**config.mk**
```make
export PLATFORM = sky130hd
export DESIGN_NAME = sc_fetch_unit
export DESIGN_NICKNAME = d
export VERILOG_FILES = /design/src/rtl/sc_fetch_unit_pkg.sv /design/src/rtl/sc_fetch_unit_fetch_queue.sv /design/src/rtl/sc_fetch_unit.sv
export SDC_FILE = /design/constraint.sdc
export NUM_CORES = 1
export LEC_CHECK = 0
export ABC_AREA = 0
export CAP_MARGIN = 20
export CORE_MARGIN = 2
export CORE_UTILIZATION = 25
export CTS_CLUSTER_SIZE = 40
export DETAILED_ROUTE_END_ITERATION = 6
export SETUP_SLACK_MARGIN = 0.2
export SKIP_CTS_REPAIR_TIMING = 1
export SLEW_MARGIN = 20
export SYNTH_ARGS = -nofsm -noshare
export SYNTH_HDL_FRONTEND = slang
export SYNTH_HIERARCHICAL = 1
export SYNTH_SLANG_ARGS = --single-unit
```
**constraint.sdc**
```tcl
create_clock -name clk -period 5.1 [get_ports clk]
set_clock_uncertainty 0.15 [all_clocks]
set_input_delay 1.02 -clock clk [delete_from_list [all_inputs] [get_ports clk]]
set_output_delay 1.02 -clock clk [all_outputs]
set_load 0.02 [all_outputs]
```
**src/rtl/sc_fetch_unit_pkg.sv**
```systemverilog
// Shared constants and field layout for the instruction-fetch stage.
// Decode of the 32-bit word into opcode/register/immediate fields.
package sc_fetch_unit_pkg;

  localparam int INST_W = 32;

  localparam int OP_HI  = 31;
  localparam int OP_LO  = 24;
  localparam int RD_HI  = 23;
  localparam int RD_LO  = 20;
  localparam int RS1_HI = 19;
  localparam int RS1_LO = 16;
  localparam int RS2_HI = 15;
  localparam int RS2_LO = 12;
  localparam int IMM_HI = 15;
  localparam int IMM_LO = 0;

  localparam logic [31:0] RESET_PC_DEF = 32'h0000_0000;

  typedef struct packed {
    logic [7:0]  opcode;
    logic [3:0]  rd;
    logic [3:0]  rs1;
    logic [3:0]  rs2;
    logic [15:0] imm;
  } inst_fields_t;

  function automatic inst_fields_t decode_fields(
    input logic [INST_W-1:0] w
  );
    inst_fields_t f;
    f.opcode = w[OP_HI:OP_LO];
    f.rd     = w[RD_HI:RD_LO];
    f.rs1    = w[RS1_HI:RS1_LO];
    f.rs2    = w[RS2_HI:RS2_LO];
    f.imm    = w[IMM_HI:IMM_LO];
    return f;
  endfunction

endpackage

```
**src/rtl/sc_fetch_unit_fetch_queue.sv**
```systemverilog
// Small synchronous FIFO holding {pc, inst} entries between
// the instruction bus and decode; flush empties it in one cycle.
module fetch_queue
  import sc_fetch_unit_pkg::*;
#(
  parameter int DEPTH = 2,
  parameter int W     = 64,
  localparam int PW   = $clog2(DEPTH),
  localparam int CW   = PW + 1
) (
  input  logic          clk,
  input  logic          rst_n,
  input  logic          push_i,
  input  logic [W-1:0]  data_i,
  input  logic          pop_i,
  input  logic          flush_i,
  output logic [CW-1:0] count_o,
  output logic [W-1:0]  head_o
);

  logic [W-1:0]  mem_q [DEPTH];
  logic [PW-1:0] wr_q;
  logic [PW-1:0] rd_q;
  logic [CW-1:0] cnt_q;
  logic          do_push;
  logic          do_pop;

  assign do_push = push_i & ~flush_i;
  assign do_pop  = pop_i & (cnt_q != '0) & ~flush_i;
  assign count_o = cnt_q;
  assign head_o  = mem_q[rd_q];

  always_ff @(posedge clk or negedge rst_n) begin
    if (!rst_n) begin
      wr_q  <= '0;
      rd_q  <= '0;
      cnt_q <= '0;
    end else if (flush_i) begin
      wr_q  <= '0;
      rd_q  <= '0;
      cnt_q <= '0;
    end else begin
      if (do_push) wr_q <= wr_q + PW'(1);
      if (do_pop)  rd_q <= rd_q + PW'(1);
      cnt_q <= cnt_q + CW'(do_push) - CW'(do_pop);
    end
  end

  always_ff @(posedge clk) begin
    if (do_push) mem_q[wr_q] <= data_i;
  end

  // Pointers wrap by width, so a full-queue push is only legal with a pop
  a_no_overflow: assert property (
    @(posedge clk) disable iff (!rst_n)
    !(do_push && !do_pop && cnt_q == CW'(DEPTH))
  );

endmodule

```
**src/rtl/sc_fetch_unit.sv**
```systemverilog
// Fetch stage: owns the PC, issues one request at a time on the
// instruction bus and hands buffered words to decode.
module sc_fetch_unit
  import sc_fetch_unit_pkg::*;
#(
  parameter int ADDR_W = 32,
  parameter logic [ADDR_W-1:0] RESET_PC = ADDR_W'(RESET_PC_DEF),
  parameter int QDEPTH = 2
) (
  input  logic              clk,
  input  logic              reset_n,
  output logic              imem_req,
  output logic [ADDR_W-1:0] imem_addr,
  input  logic              imem_gnt,
  input  logic              imem_rvalid,
  input  logic [31:0]       imem_rdata,
  input  logic              redirect_valid,
  input  logic [ADDR_W-1:0] redirect_pc,
  output logic              inst_valid,
  input  logic              inst_ready,
  output logic [7:0]        opcode,
  output logic [3:0]        rd,
  output logic [3:0]        rs1,
  output logic [3:0]        rs2,
  output logic [15:0]       imm,
  output logic [ADDR_W-1:0] inst_pc,
  output logic [ADDR_W-1:0] pc_plus4
);

  localparam int CW = $clog2(QDEPTH) + 1;
  localparam int EW = ADDR_W + INST_W;

  logic              started_q;
  logic              outst_q, outst_d;
  logic              discard_q, discard_d;
  logic [ADDR_W-1:0] fetch_pc_q, fetch_pc_d;
  logic [ADDR_W-1:0] req_pc_q, req_pc_d;

  logic [CW-1:0]     q_count;
  logic [EW-1:0]     q_head;
  logic              fire, rsp, push, pop;
  logic [ADDR_W-1:0] head_pc;
  inst_fields_t      fld;
  logic              unused_lsb;

  assign unused_lsb = ^redirect_pc[1:0];

  assign imem_req  = started_q & ~outst_q & ~redirect_valid
                   & (q_count < CW'(QDEPTH));
  assign imem_addr = fetch_pc_q;
  assign fire      = imem_req & imem_gnt;
  assign rsp       = imem_rvalid & outst_q;
  assign push      = rsp & ~discard_q & ~redirect_valid;
  assign inst_valid = (q_count != '0);
  assign pop       = inst_valid & inst_ready;

  fetch_queue #(
    .DEPTH (QDEPTH),
    .W     (EW)
  ) u_queue (
    .clk     (clk),
    .rst_n   (reset_n),
    .push_i  (push),
    .data_i  ({req_pc_q, imem_rdata}),
    .pop_i   (pop),
    .flush_i (redirect_valid),
    .count_o (q_count),
    .head_o  (q_head)
  );

  always_comb begin
    fetch_pc_d = fetch_pc_q;
    req_pc_d   = req_pc_q;
    outst_d    = outst_q;
    discard_d  = discard_q;
    if (rsp) begin
      outst_d   = 1'b0;
      discard_d = 1'b0;
    end
    // A word still in flight at redirect belongs to the old path
    if (redirect_valid) begin
      fetch_pc_d = {redirect_pc[ADDR_W-1:2], 2'b00};
      if (outst_q && !imem_rvalid) discard_d = 1'b1;
    end else if (fire) begin
      outst_d    = 1'b1;
      fetch_pc_d = fetch_pc_q + ADDR_W'(4);
      req_pc_d   = fetch_pc_q;
    end
  end

  always_ff @(posedge clk or negedge reset_n) begin
    if (!reset_n) begin
      started_q  <= 1'b0;
      outst_q    <= 1'b0;
      discard_q  <= 1'b0;
      fetch_pc_q <= RESET_PC;
      req_pc_q   <= RESET_PC;
    end else begin
      started_q  <= 1'b1;
      outst_q    <= outst_d;
      discard_q  <= discard_d;
      fetch_pc_q <= fetch_pc_d;
      req_pc_q   <= req_pc_d;
    end
  end

  assign head_pc = q_head[EW-1:INST_W];
  assign fld     = decode_fields(q_head[INST_W-1:0]);

  always_comb begin
    opcode   = '0;
    rd       = '0;
    rs1      = '0;
    rs2      = '0;
    imm      = '0;
    inst_pc  = '0;
    pc_plus4 = '0;
    if (inst_valid) begin
      opcode   = fld.opcode;
      rd       = fld.rd;
      rs1      = fld.rs1;
      rs2      = fld.rs2;
      imm      = fld.imm;
      inst_pc  = head_pc;
      pc_plus4 = head_pc + ADDR_W'(4);
    end
  end

endmodule
```
==> run metrics <==
outcome=finished, final reports clean; Inst Count DP=about 1,400; IO buf count=199; largest cells by area after synthesis=edfxtp_1 (42%), dfrtp_1 (18%), mux2_2 (8.1%), nand2_1 (5.1%), and2_1 (4.6%); Slew headroom=a little under half; gr usage total=between 10% and 20%; # diodes=0; DR DRC count=0; Hold Path Class=reg -> reg; Placed Area=roughly 12,000 um2; largest net degree at the start of global routing=around 70; NetSw=948 uW; CTS Buffer Depth=2; Slew @ Worst Pin=~0.82 ns; clock root cell=clkbuf_16; final worst-path cycle share=about nine tenths; I/O pin cnt=approximately 200; TritonCTS clock tree=built; NumNets Final=1,023; post-synth top area share=41.9%; Yosys top cell by area=edfxtp_1; clk_lat worst skew=between 0.4 and 0.5 ns; number of library cell types mapped by synthesis=53; CORE AREA=36,300 um2; most frequent cells after synthesis=edfxtp_1 (128), nand2_1 (124), and2_1 (68); initial drt markers=between 300 and 400; Mapped Area=9170 um2; RSZ-0062 raised after global routing=no; Async S/R FF share, synth=between 30% and 40%; via density per instance=4.47; Cell Pwr Density=approximately 290 nW/um2; hold slack=around 0.33 ns; Seq/Total Area, Yosys=about three fifths; sw frac=around a quarter; post-synthesis area per instance=~12 um2; antenna violations before repair=1; wire per inst=roughly 17 um; Synthesis Warnings=6; Main synth FF type=edfxtp_1; setup violators final=0; first-pass GRT wire length=37.3 mm; initial core utilization=between 20% and 30%; Mapped Cells=roughly 760; Clock Power Share=37.3%; Hold Vio Cnt, Final=0; startpoint type of the worst setup path=flop; final non-filler cell area=12,200 um2; hold path depth=0; utilization after layout=between 30 and 40%; top-count cell post-synth=edfxtp_1; Rows=70; Synth-to-Final Area Change=33.4%; critical path fanouts, max=19; Pleak=about 0.0045 uW; combinational power share=around a tenth; r2r setup slk=2.65 ns; vias=about 6,400; final antenna-violating net count=0; RD Place Congestion=0.785; die height=around 200 um; final setup TNS=0 ns; final wirelength=approximately 24 mm; drt pass-1 iters=4; fin cells=1,430; clk sink count=195; VDD IR-drop max=0.229 mV; Die ar.=38,200 um2; Die X=roughly 200 um; depth of the worst register-to-register path=5; Reg power frac=53.3%; CTS H-tree lvls=4; final critical-path required period=4.64 ns; EDFF count, synth=around 130; Crit. End Element=output pin; Cell Int Power=~2600 uW; Crit Path Class=reg -> out; number of global-route vias before repair=approximately 6,300; Reg clk slew, reported paths=~0.07 ns; Slew Viols, Final=0; Fmax=around 220 MHz; #FFs+latches synth=roughly 200; required time at the worst-slack endpoint=about 3.9 ns; Post-DP HPWL=17.0 mm; Max Cap Viol=0; GRT overflow=0; layout cell share with drive strength beyond 1=approximately 14%; CTS Buf Count=17; worst path arrival time=between 3 and 4 ns
## layout by cell type (no fill, tap or decap), types with 4 or more instances in the layout
| master | netlist | routed |
|---|---|---|
| clkdlybuf4s50_1 | 0 | 197 |
| mux2_2 | 66 | 66 |
| ha_1 | 4 | 4 |
| and4_1 | 7 | 6 |
| edfxtp_1 | 128 | 128 |
| nand2_1 | 124 | 124 |
| and3_1 | 8 | 8 |
| nor3_1 | 5 | 5 |
| o21ai_0 | 23 | 23 |
| inv_1 | 10 | 9 |
| o211ai_1 | 8 | 8 |
| nand2b_1 | 6 | 6 |
| o311ai_0 | 5 | 5 |
| xor2_1 | 22 | 22 |
| a21oi_1 | 7 | 7 |
| nand4_1 | 20 | 20 |
| nor2b_1 | 5 | 5 |
| dfrtp_1 | 67 | 66 |
| clkbuf_16 | 0 | 17 |
| inv_8 | 0 | 6 |
| and2_1 | 68 | 68 |
| a221o_1 | 5 | 5 |
| nand3b_1 | 5 | 5 |
| a22oi_1 | 5 | 5 |
| xnor2_1 | 4 | 4 |
| conb_1 | 2 | 7 |
| nand3_1 | 24 | 24 |
| buf_4 | 10 | 12 |
| nor2_1 | 45 | 42 |
## final timing paths
check	start	endpoint
hold reg to reg	req_pc_q[31]	u_queue/mem_q[1][63]
max in group asynchronous	reset_n	u_queue/rd_q
setup / recovery	u_queue/rd_q	pc_plus4[31]
hold / removal	req_pc_q[31]	u_queue/mem_q[1][63]
min in group asynchronous	reset_n	imem_addr[8]
setup reg to reg	outst_q	u_queue/mem_q[1][1]
## power groups by stage
| stage | logic, uW | registers [uW] | clock network [uW] |
|---|---|---|---|
| detailed placement | 336 | 1940 | 0 |
| finish | 334 | 1900 | 1330 |
| floorplan | 146 | 1920 | 0 |
| CTS | 339 | 1900 | 1390 |
| global placement | 331 | 1930 | 0 |
| global route | 370 | 1920 | 1440 |
## registers in the layout, summed over array words and instances (netlist names)
register / flops
u_queue/rd_q: 1
discard_q: 1
imem_addr: 30
u_queue/mem_q: 128
req_pc_q: 30
u_queue/count_o: 2
started_q: 1
outst_q: 1
u_queue/wr_q: 1
## layer usage
layer	up-vias	global-route usage (%)	part of all wire (%)
li1	3090	-	-
met5	-	0	0.050
met3	17	3.44	6.1
met1	3086	18.2	49
met4	2	2.88	1.1
met2	195	19.1	44
## worst max-delay path: stages, from the launching register on
cell             delay (ns)
dfrtp_4                0.60
buf_6                  0.22
mux2_2                 0.29
and4_1                 0.26
and4_2                 0.36
nand2_2                0.10
or3_1                  0.36
a21oi_1                0.18
clkdlybuf4s50_1        0.67
## metrics by stage
step                total power (uW)  worst slack (ns)
finish                          3570             0.457
CTS                             3630             0.132
detailed placement              2270             0.623
floorplan                       2070            -0.212
global placement                2260             0.720
global route                    3740             0.266
## cell families (layout without fill, tap and decap cells)
kind of cell | Yosys count | after routing | share of synthesized area (%)
and+or+nand+nor | 338 | 338 | 19.6
DFF | 195 | 195 | 60.2
muxes | 69 | 69 | 8.43
AOI/OAI and AO/OA | 65 | 65 | 4.80
buffers and inverters | 58 | 257 | 3.60
xor gates and xnor gates | 27 | 27 | 2.73
adders and majority gates | 4 | 4 | 0.546
other | 2 | 7 | 0.0819
## area by class of cell
| cell class | instances | area, um2 |
|---|---|---|
| fill | 3644 | 24100 |
| sequential | 195 | 5520 |
| multi-input combinational | 510 | 3360 |
| timing repair buffer | 215 | 2140 |
| tap | 468 | 586 |
| clock buffer | 17 | 425 |
| clock inverter | 15 | 158 |
| inverter | 10 | 37.5 |
No activity file was read; power rests on OpenSTA's default activity.
